## src/rtl/led_row_pwm_if.sv

```systemverilog
// Pixel-row link between the frame reader (master) and the LED row driver (slave).
interface led_row_pwm_if #(
    parameter int ROW_W = 3
);
    logic             pix_valid;
    logic             pix_ready;
    logic [7:0]       pix_data;
    logic             pix_last;
    logic             row_req;
    logic [ROW_W-1:0] row_idx;

    modport master (
        output pix_valid, pix_data, pix_last,
        input  pix_ready, row_req, row_idx
    );

    modport slave (
        input  pix_valid, pix_data, pix_last,
        output pix_ready, row_req, row_idx
    );
endinterface

```

## src/rtl/led_row_pwm.sv

```systemverilog
// Row-multiplexed PWM LED driver: scales incoming pixels by brightness into a shadow
// row buffer while the active row is PWM-displayed through an external row shift register.
module led_row_pwm #(
    parameter int N_COLS       = 18,
    parameter int N_ROWS       = 7,
    parameter int PRESCALE     = 4,
    parameter int BLANK_CYCLES = 8,
    parameter int ROW_W        = 3
) (
    input  logic              clk_i,
    input  logic              rst_i,
    input  logic              enable_i,
    input  logic [7:0]        brightness_i,
    led_row_pwm_if.slave      pix_if,
    output logic              frame_start_o,
    output logic              underrun_o,
    output logic              shift_reset,
    output logic              shift_clock,
    output logic [N_COLS-1:0] led_out
);
    localparam int COL_W = (N_COLS > 1) ? $clog2(N_COLS) : 1;
    localparam int PS_W  = (PRESCALE > 1) ? $clog2(PRESCALE) : 1;
    localparam int BL_W  = $clog2(BLANK_CYCLES);
    localparam logic [COL_W-1:0] LAST_COL   = COL_W'(N_COLS - 1);
    localparam logic [PS_W-1:0]  LAST_PRESC = PS_W'(PRESCALE - 1);
    localparam logic [BL_W-1:0]  LAST_BLANK = BL_W'(BLANK_CYCLES - 1);
    localparam logic [ROW_W-1:0] LAST_ROW   = ROW_W'(N_ROWS - 1);

    typedef enum logic [1:0] {IDLE, BLANK, ACTIVE, STALL} state_t;

    state_t                  state_q;
    logic [ROW_W-1:0]        row_q;
    logic [N_COLS-1:0][7:0]  shadow_q;
    logic [N_COLS-1:0][7:0]  active_q;
    logic                    shadowFull_q;
    logic                    pending_q;
    logic [COL_W-1:0]        wrCol_q;
    logic [BL_W-1:0]         blankCnt_q;
    logic [7:0]              pwmCnt_q;
    logic [PS_W-1:0]         presc_q;
    logic [N_COLS-1:0]       ledOut_q;
    logic                    shiftReset_q;
    logic                    shiftClock_q;
    logic                    rowReq_q;
    logic [ROW_W-1:0]        rowIdx_q;
    logic                    frameStart_q;
    logic                    underrun_q;

    logic                    pixReady_d;
    logic                    accept_d;
    logic [15:0]             prod_d;
    logic [7:0]              scaled_d;
    logic                    prescLast_d;
    logic                    rowEnd_d;
    logic                    swap_d;
    logic [ROW_W-1:0]        swapRow_d;
    logic [N_COLS-1:0]       ledCmp_d;

    function automatic logic [ROW_W-1:0] nextRow(input logic [ROW_W-1:0] r);
        return (r == LAST_ROW) ? '0 : r + 1'b1;
    endfunction

    // (brightness+1) scaling keeps full brightness lossless and brightness 0 fully dark.
    assign prod_d      = 16'(pix_if.pix_data) * (16'(brightness_i) + 16'd1);
    assign scaled_d    = 8'(prod_d >> 8);
    assign pixReady_d  = ~shadowFull_q & pending_q;
    assign accept_d    = pix_if.pix_valid & pixReady_d;
    assign prescLast_d = (presc_q == LAST_PRESC);
    assign rowEnd_d    = (state_q == ACTIVE) && prescLast_d && (pwmCnt_q == 8'hFF);

    always_comb begin
        ledCmp_d = '0;
        for (int c = 0; c < N_COLS; c++) begin
            ledCmp_d[c] = (active_q[c] > pwmCnt_q);
        end
    end

    always_comb begin
        swap_d    = 1'b0;
        swapRow_d = row_q;
        case (state_q)
            IDLE: begin
                if (shadowFull_q) begin
                    swap_d    = 1'b1;
                    swapRow_d = '0;
                end
            end
            ACTIVE, STALL: begin
                if (shadowFull_q && (state_q == STALL || rowEnd_d)) begin
                    swap_d    = 1'b1;
                    swapRow_d = nextRow(row_q);
                end
            end
            default: ;
        endcase
    end

    always_ff @(posedge clk_i or posedge rst_i) begin
        if (rst_i) begin
            state_q      <= IDLE;
            row_q        <= '0;
            shadow_q     <= '0;
            active_q     <= '0;
            shadowFull_q <= 1'b0;
            pending_q    <= 1'b0;
            wrCol_q      <= '0;
            blankCnt_q   <= '0;
            pwmCnt_q     <= '0;
            presc_q      <= '0;
            ledOut_q     <= '0;
            shiftReset_q <= 1'b1;
            shiftClock_q <= 1'b0;
            rowReq_q     <= 1'b0;
            rowIdx_q     <= '0;
            frameStart_q <= 1'b0;
            underrun_q   <= 1'b0;
        end else if (!enable_i) begin
            // Disabling abandons both buffers and any beat on the bus this cycle.
            state_q      <= IDLE;
            row_q        <= '0;
            shadow_q     <= '0;
            active_q     <= '0;
            shadowFull_q <= 1'b0;
            pending_q    <= 1'b0;
            wrCol_q      <= '0;
            blankCnt_q   <= '0;
            pwmCnt_q     <= '0;
            presc_q      <= '0;
            ledOut_q     <= '0;
            shiftReset_q <= 1'b1;
            shiftClock_q <= 1'b0;
            rowReq_q     <= 1'b0;
            frameStart_q <= 1'b0;
            underrun_q   <= 1'b0;
        end else begin
            rowReq_q     <= 1'b0;
            frameStart_q <= 1'b0;
            underrun_q   <= 1'b0;

            if (accept_d) begin
                shadow_q[wrCol_q] <= scaled_d;
                if (wrCol_q == LAST_COL || pix_if.pix_last) begin
                    shadowFull_q <= 1'b1;
                    pending_q    <= 1'b0;
                    wrCol_q      <= '0;
                end else begin
                    wrCol_q <= wrCol_q + 1'b1;
                end
            end

            if (swap_d) begin
                active_q     <= shadow_q;
                shadow_q     <= '0;
                shadowFull_q <= 1'b0;
                pending_q    <= 1'b1;
                row_q        <= swapRow_d;
                rowReq_q     <= 1'b1;
                rowIdx_q     <= nextRow(swapRow_d);
                frameStart_q <= (swapRow_d == '0);
                state_q      <= BLANK;
                blankCnt_q   <= '0;
                ledOut_q     <= '0;
                shiftReset_q <= 1'b0;
                shiftClock_q <= 1'b0;
            end else begin
                case (state_q)
                    IDLE: begin
                        ledOut_q     <= '0;
                        shiftReset_q <= 1'b1;
                        shiftClock_q <= 1'b0;
                        if (!shadowFull_q && !pending_q) begin
                            rowReq_q  <= 1'b1;
                            rowIdx_q  <= '0;
                            pending_q <= 1'b1;
                        end
                    end
                    BLANK: begin
                        ledOut_q     <= '0;
                        shiftReset_q <= (blankCnt_q == '0) && (row_q == '0);
                        shiftClock_q <= (blankCnt_q == '0) && (row_q != '0);
                        if (blankCnt_q == LAST_BLANK) begin
                            state_q  <= ACTIVE;
                            pwmCnt_q <= '0;
                            presc_q  <= '0;
                        end else begin
                            blankCnt_q <= blankCnt_q + 1'b1;
                        end
                    end
                    ACTIVE: begin
                        shiftReset_q <= 1'b0;
                        shiftClock_q <= 1'b0;
                        // Reaching here at row end means no next row was loaded in time.
                        if (rowEnd_d) begin
                            ledOut_q   <= '0;
                            underrun_q <= 1'b1;
                            state_q    <= STALL;
                        end else begin
                            ledOut_q <= ledCmp_d;
                            if (prescLast_d) begin
                                presc_q  <= '0;
                                pwmCnt_q <= pwmCnt_q + 8'd1;
                            end else begin
                                presc_q <= presc_q + 1'b1;
                            end
                        end
                    end
                    STALL: begin
                        ledOut_q     <= '0;
                        shiftReset_q <= 1'b0;
                        shiftClock_q <= 1'b0;
                    end
                    default: state_q <= IDLE;
                endcase
            end
        end
    end

    assign pix_if.pix_ready = pixReady_d;
    assign pix_if.row_req   = rowReq_q;
    assign pix_if.row_idx   = rowIdx_q;
    assign frame_start_o    = frameStart_q;
    assign underrun_o       = underrun_q;
    assign shift_reset      = shiftReset_q;
    assign shift_clock      = shiftClock_q;
    assign led_out          = ledOut_q;
endmodule

```

## src/flat_wrapper.sv

```systemverilog
// flat-port wrapper written by rule: the top's interface ports become plain ports
module led_row_pwm_flat 
#(
    parameter int N_COLS       = 18,
    parameter int N_ROWS       = 7,
    parameter int PRESCALE     = 4,
    parameter int BLANK_CYCLES = 8,
    parameter int ROW_W        = 3
)
  (clk_i, rst_i, enable_i, brightness_i, frame_start_o, underrun_o, shift_reset, shift_clock, led_out, pix_if_pix_valid, pix_if_pix_data, pix_if_pix_last, pix_if_pix_ready, pix_if_row_req, pix_if_row_idx);
  led_row_pwm_if #(.ROW_W(ROW_W)) pix_if_i ();
  input  logic clk_i;
  input  logic rst_i;
  input  logic enable_i;
  input  logic [7:0] brightness_i;
  output logic frame_start_o;
  output logic underrun_o;
  output logic shift_reset;
  output logic shift_clock;
  output logic [N_COLS-1:0] led_out;
  input wire logic [$bits(pix_if_i.pix_valid)-1:0] pix_if_pix_valid;
  input wire logic [$bits(pix_if_i.pix_data)-1:0] pix_if_pix_data;
  input wire logic [$bits(pix_if_i.pix_last)-1:0] pix_if_pix_last;
  output wire logic [$bits(pix_if_i.pix_ready)-1:0] pix_if_pix_ready;
  output wire logic [$bits(pix_if_i.row_req)-1:0] pix_if_row_req;
  output wire logic [$bits(pix_if_i.row_idx)-1:0] pix_if_row_idx;
  assign pix_if_i.pix_valid = pix_if_pix_valid;
  assign pix_if_i.pix_data = pix_if_pix_data;
  assign pix_if_i.pix_last = pix_if_pix_last;
  assign pix_if_pix_ready = pix_if_i.pix_ready;
  assign pix_if_row_req = pix_if_i.row_req;
  assign pix_if_row_idx = pix_if_i.row_idx;
  led_row_pwm #(.N_COLS(N_COLS), .N_ROWS(N_ROWS), .PRESCALE(PRESCALE), .BLANK_CYCLES(BLANK_CYCLES), .ROW_W(ROW_W)) u_core (.clk_i(clk_i), .rst_i(rst_i), .enable_i(enable_i), .brightness_i(brightness_i), .pix_if(pix_if_i), .frame_start_o(frame_start_o), .underrun_o(underrun_o), .shift_reset(shift_reset), .shift_clock(shift_clock), .led_out(led_out));
endmodule
```

## config.mk

```make
export PLATFORM = sky130hd
export DESIGN_NAME = led_row_pwm_flat
export DESIGN_NICKNAME = d
export VERILOG_FILES = /design/src/rtl/led_row_pwm_if.sv /design/src/rtl/led_row_pwm.sv /design/src/flat_wrapper.sv
export SDC_FILE = /design/constraint.sdc
export NUM_CORES = 1
export LEC_CHECK = 0
export BUFFER_PORTS_ARGS = -buffer_cell sky130_fd_sc_hd__buf_2
export CORE_UTILIZATION = 69
export CTS_CLUSTER_SIZE = 16
export DETAILED_ROUTE_END_ITERATION = 8
export GPL_ROUTABILITY_DRIVEN = 0
export GPL_TIMING_DRIVEN = 1
export PLACE_DENSITY = 0.87
export REMOVE_ABC_BUFFERS = 1
export SLEW_MARGIN = 10
export SYNTH_ARGS = -nofsm -noshare
export SYNTH_HDL_FRONTEND = slang
export SYNTH_SLANG_ARGS = --single-unit
```

## constraint.sdc

```tcl
create_clock -name clk_i -period 32.5 [get_ports clk_i]
set_input_delay 6.5 -clock clk_i [delete_from_list [all_inputs] [get_ports clk_i]]
set_output_delay 6.5 -clock clk_i [all_outputs]
set_load 0.01 [all_outputs]
```

Word level (Yosys, flattened, before mapping)
Cells that the tools add are included.
Storage, ports and cells
  flip-flop bits (word level): 339
  output and inout bits: 27
  input bits: 21
Operators by class
  $mul: 1
  $lt $le $gt $ge: 20
  equality and inequality tests: 23
  bitwise operators: 3
  reductions and logical operators: 27
  muxes and demuxes: 75
  $add $sub $neg: 7
Operators by type and width (count)
  $mux W144: 5
  $bwmux W144: 1
  $gt A8 B8 Y1: 18
  $mux W18: 3
  $mux W8: 6
  $demux W8 S5: 1
  $mux W3: 13
  $pmux W18 S2: 1
  $mux W1: 26
  $mux W2: 9
  $mul A8 B16 Y16: 1
  $pmux W8 S2: 1
  $mux W5: 3
  $ne A3 B1 Y1 const B: 4
  $add A3 B1 Y3 const B: 3
  $add A8 B1 Y9 const B: 1
  $eq A3 B3 Y1 const B: 3
  $logic_not A3 Y1: 3
  $ne A3 B2 Y1 const B: 3
  $add A8 B1 Y8 const B: 1
  $eq A8 B8 Y1 const B: 1
  $ne A4 B2 Y1 const B: 2
  $pmux W2 S2: 2
  $logic_and A1 B1 Y1: 7
  other kinds (27): 38

Depth between registers and ports, before layout
  depth in word-level cells: 10
  gate-level depth with buffers: 20

Least setup slack after synthesis
No wires, ideal clock.
  path kind: input-to-reg
  start point: in brightness_i[0]
  end point: reg u_core.shadow_q[46] in the netlist's numbering
  buffers on the path: 4
  setup slack: 21018 ps
  arrival: 11408 ps
  cell stages on the path: 20
  data required time: 32426 ps
  cell sequence: ha_1 nand3_1 nor2_1 xnor2_1 nor2b_1 fa_1 fa_1 fa_1 inv_1 fa_1 inv_1 ha_1 clkbuf_1 and4_1 and4_4 buf_6 or4_1 buf_2 buf_6 o21ai_2
On the way
  cells in the longest elaborated chain, start to end: 6
Ends and longest elaborated chain
  from (decl): RTL line flat_wrapper.sv:15  | input logic [7:0] brightness_i;
  $add A8 B1 Y9: RTL line led_row_pwm.sv:64  | assign prod_d = 16'(pix_if.pix_data) * (16'(brightness_i) + 16'd1);
  $mul A8 B16 Y16: RTL line led_row_pwm.sv:64
  $bwmux W144: RTL line led_row_pwm.sv:141  | shadow_q[wrCol_q] <= scaled_d;
  $mux W144: RTL line led_row_pwm.sv:140  | if (accept_d) begin
  $mux W144: RTL line led_row_pwm.sv:151  | if (swap_d) begin
  $mux W144: RTL line led_row_pwm.sv:117  | end else if (!enable_i) begin
  to (signal, indexed assignment): RTL line led_row_pwm.sv:141
  to (decl): RTL line led_row_pwm.sv:33  | logic [N_COLS-1:0][7:0] shadow_q;
No other way between the ends. The select of a mux whose other input is x is not followed.
A chain may end at the register's enable or synchronous reset.

Worst setup path after layout
  start point: in brightness_i[0]
  end point: reg u_core.shadow_q[102] in the netlist's numbering
The elaborated chain is that of the path after synthesis.

==> qor.txt <==
ANT nets after route = 0
Worst path most repeated cell = fa_1
CTS tree = done
Initial Util = 70.9%
First-pass GRT wire length = 90800 um
Dpl cells = 2525
IO Pins = 48
Leakage power = 9.73 nW
CP endpoint kind = register
Async S/R FF share, synth = 100%
Yosys cell types = 66
Total number of vias = 17600
Final #Nets = 2430
Post-layout util = 76.4%
Die X = 175 um
CTS-repair resized insts = 0
Count of flip-flops with a built-in enable after synthesis = 0
Post-layout minimum cycle time = 12.51 ns
Commonest non-fill, non-tap cells in the layout = 374 x nand2_1, 338 x dfrtp_1, 189 x ha_1, 168 x nand3_1, 146 x a21boi_0
RSZ-0062 raised after global routing = false
Synth top area share = 41.0%
Total CTS buffers = 37
Clock Sinks = 339
Area grow syn2layout = 7.70%
Worst relative slew slack = 10.5%
Cell class contributing the biggest share of worst-path delay = adder cells
Max cap viols = 0
Post-synthesis instance area = 20600 um^2
Die extent in y = 175 um
Max VDD drop = 0.0582 mV
Crit path launch type = input pin
Crit Path Max Fanout = 19
Post-route insts no fill = 2593
Status = complete, no violations
H-Tree Depth = 2
Fmax = 0.0799 GHz
Cells after Synth = 2207
Clock Latency Late Sink = 0.53 ns
WL/cell = 21.3 um
Worst path slowest cell = or4_1
CP max stage delay = 1.02 ns
Post-DP Area = 21000 um^2
Clk slew on worst S/H paths = 0.06 ns
WP data arrival = 12.85 ns
Final Instance Area = 22200 um^2
PwrDens = 53.2 nW/um^2
#FFs+latches synth = 339
Final setup fails = 0
Number of global-route vias before repair = 18200
Period utilisation layout = 38.5%
Final setup TNS = 0 ns
Setup Skew = 0.0306 ns
Post-synth top area cell = dfrtp_1
Largest buffer count on any clock path = 3
Top cells by area, synth = dfrtp_1 41%, ha_1 11%, nand2_1 6.8%, a21boi_0 5.3%, nand3_1 4.1%
Setup CP Type = in -> reg
Warnings from Yosys = 0
Worst Hold Class = reg -> reg
Hold Violations, Final = 0
Avg Cell Area, Syn = 9.35 um^2
DIE AREA = 30600 um^2
Seq/Total Area, Yosys = 41.1%
Congestion Overflow GR = 0
Via density = 6.79
Root Buffer = clkbuf_16
Share of cells above drive strength 1 = 7.03%
DRC viols = 0
Critical Path RT = 32.84 ns
Slew Viols, Final = 0
Commonest non-fill, non-tap cell in the layout = nand2_1
Total Routing Usage GR = 37.1%
Top FF cell, synth = dfrtp_1
Buf/Inv on CP = 3
Worst Tran Pin Value = 1.34 ns
# port buffers = 47
Core Area = 29100 um^2
DRT Wirelength = 55200 um
TritonRoute pass-1 iters = 6
Post-cts hold buffer count = 0
Rows = 62
Initial antenna violation count = 3
Iter 0 DRT Violations = 1976
# Post-CTS Setup Buffers = 0
DP HPWL = 35000 um
Crit-path cells = buf_2, ha_1, nand3_1, nor2_1, xnor2_1, nor2b_1, fa_1, fa_1, fa_1, inv_1, fa_1, inv_1, ha_1, and4_1, nand2_1, a21oi_2, or4_1, o21ai_0
Largest net degree at the start of global routing = 184
[through the flow]
step	setup WS, ns	total power [W]	hold slack [ns]
2_1_floorplan	16.61	0.000617	0.462
3_3_place_gp	19.86	0.000745	0.480
3_5_place_dp	19.72	0.000755	0.486
4_1_cts	20.13	0.00117	0.500
5_1_grt	19.65	0.00122	0.513
6_report	19.99	0.00118	0.500
[power by group]
group          total [W]  leakage (nW)  internal [W]  switching, W
combinational   0.000336          4.41     0.0000742      0.000262
sequential      0.000431          4.73      0.000426    0.00000493
clock           0.000416         0.593      0.000246      0.000170
[routing by layer]
| layer | GRT usage, % | part of all wire (%) | up-vias |
|---|---|---|---|
| li1 | - | - | 7849 |
| met1 | 46.4 | 39 | 8569 |
| met2 | 61.0 | 47 | 946 |
| met3 | 7.05 | 8.8 | 235 |
| met5 | 0 | 0 | - |
| met4 | 20.5 | 5.2 | 0 |
[area by class of cell]
class	instances	area (um^2)
multi-input combinational	1647	11300
sequential	339	8480
fill	1969	6870
clock buffer	52	1070
tap	384	480
timing repair buffer	69	415
inverter	86	330
clock inverter	11	116
antenna	5	12.5
[final timing paths]
kind / from / endpoint / slack [ns] / cells after the start
setup reg to reg: u_core.state_q[1] / u_core.shadow_q[76] / 28.37 / 7
hold reg to reg: u_core.shadow_q[37] / u_core.shadow_q[37] / 0.50 / 2
hold / removal: u_core.shadow_q[37] / u_core.shadow_q[37] / 0.50 / 2
max in group asynchronous: rst_i / u_core.active_q[58] / 24.98 / 3
setup / recovery: brightness_i[0] / u_core.shadow_q[102] / 19.99 / 18
min in group asynchronous: rst_i / u_core.active_q[83] / 6.09 / 2
[sequential cells by signal (all words and copies together) (netlist names)]
signal,cells
u_core.active_q,144
u_core.blankCnt_q,3
u_core.frame_start_o,1
u_core.led_out,18
u_core.pending_q,1
u_core.pix_if.row_idx,3
u_core.pix_if.row_req,1
u_core.presc_q,2
u_core.pwmCnt_q,8
u_core.row_q,3
u_core.shadowFull_q,1
u_core.shadow_q,144
u_core.shift_clock,1
u_core.shift_reset,1
u_core.state_q,2
u_core.underrun_o,1
u_core.wrCol_q,5
[Yosys cell counts, types with 6 or more instances]
library cell  count
nor2_1           60
nand2_1         375
dfrtp_1         338
o211ai_1         38
o21ai_2          10
ha_1            189
and3_1            6
nand4_1          58
o2111ai_1        20
o21a_1           48
a41oi_1          17
nand3_1         169
or4_1            19
a21o_1            6
xor2_1            8
a2111oi_0        20
buf_2            22
a211oi_1         45
xnor2_1          13
a21oi_1          68
clkbuf_1        104
fa_1             40
a21boi_0        146
nor2b_1          59
o22ai_1          13
inv_1            86
nand2b_1         18
o21ai_0         115
and2_1           22
[logic make-up after synthesis]
group           count (synthesis)  synth area share [%]
simple gates                  819                  18.9
compound gates                576                  19.3
fa+ha+maj                     229                  15.3
buf+inv                       221                  4.30
xor+xnor                       21                 0.891
flops                         339                  41.1
mux                             2                 0.109
[worst min-delay path, stage by stage (launching register included)]
cell and delay (ns):
dfrtp_1 0.34, nand3_1 0.06, nand3_1 0.06
Note: power is estimated with default switching activity, not from simulation.
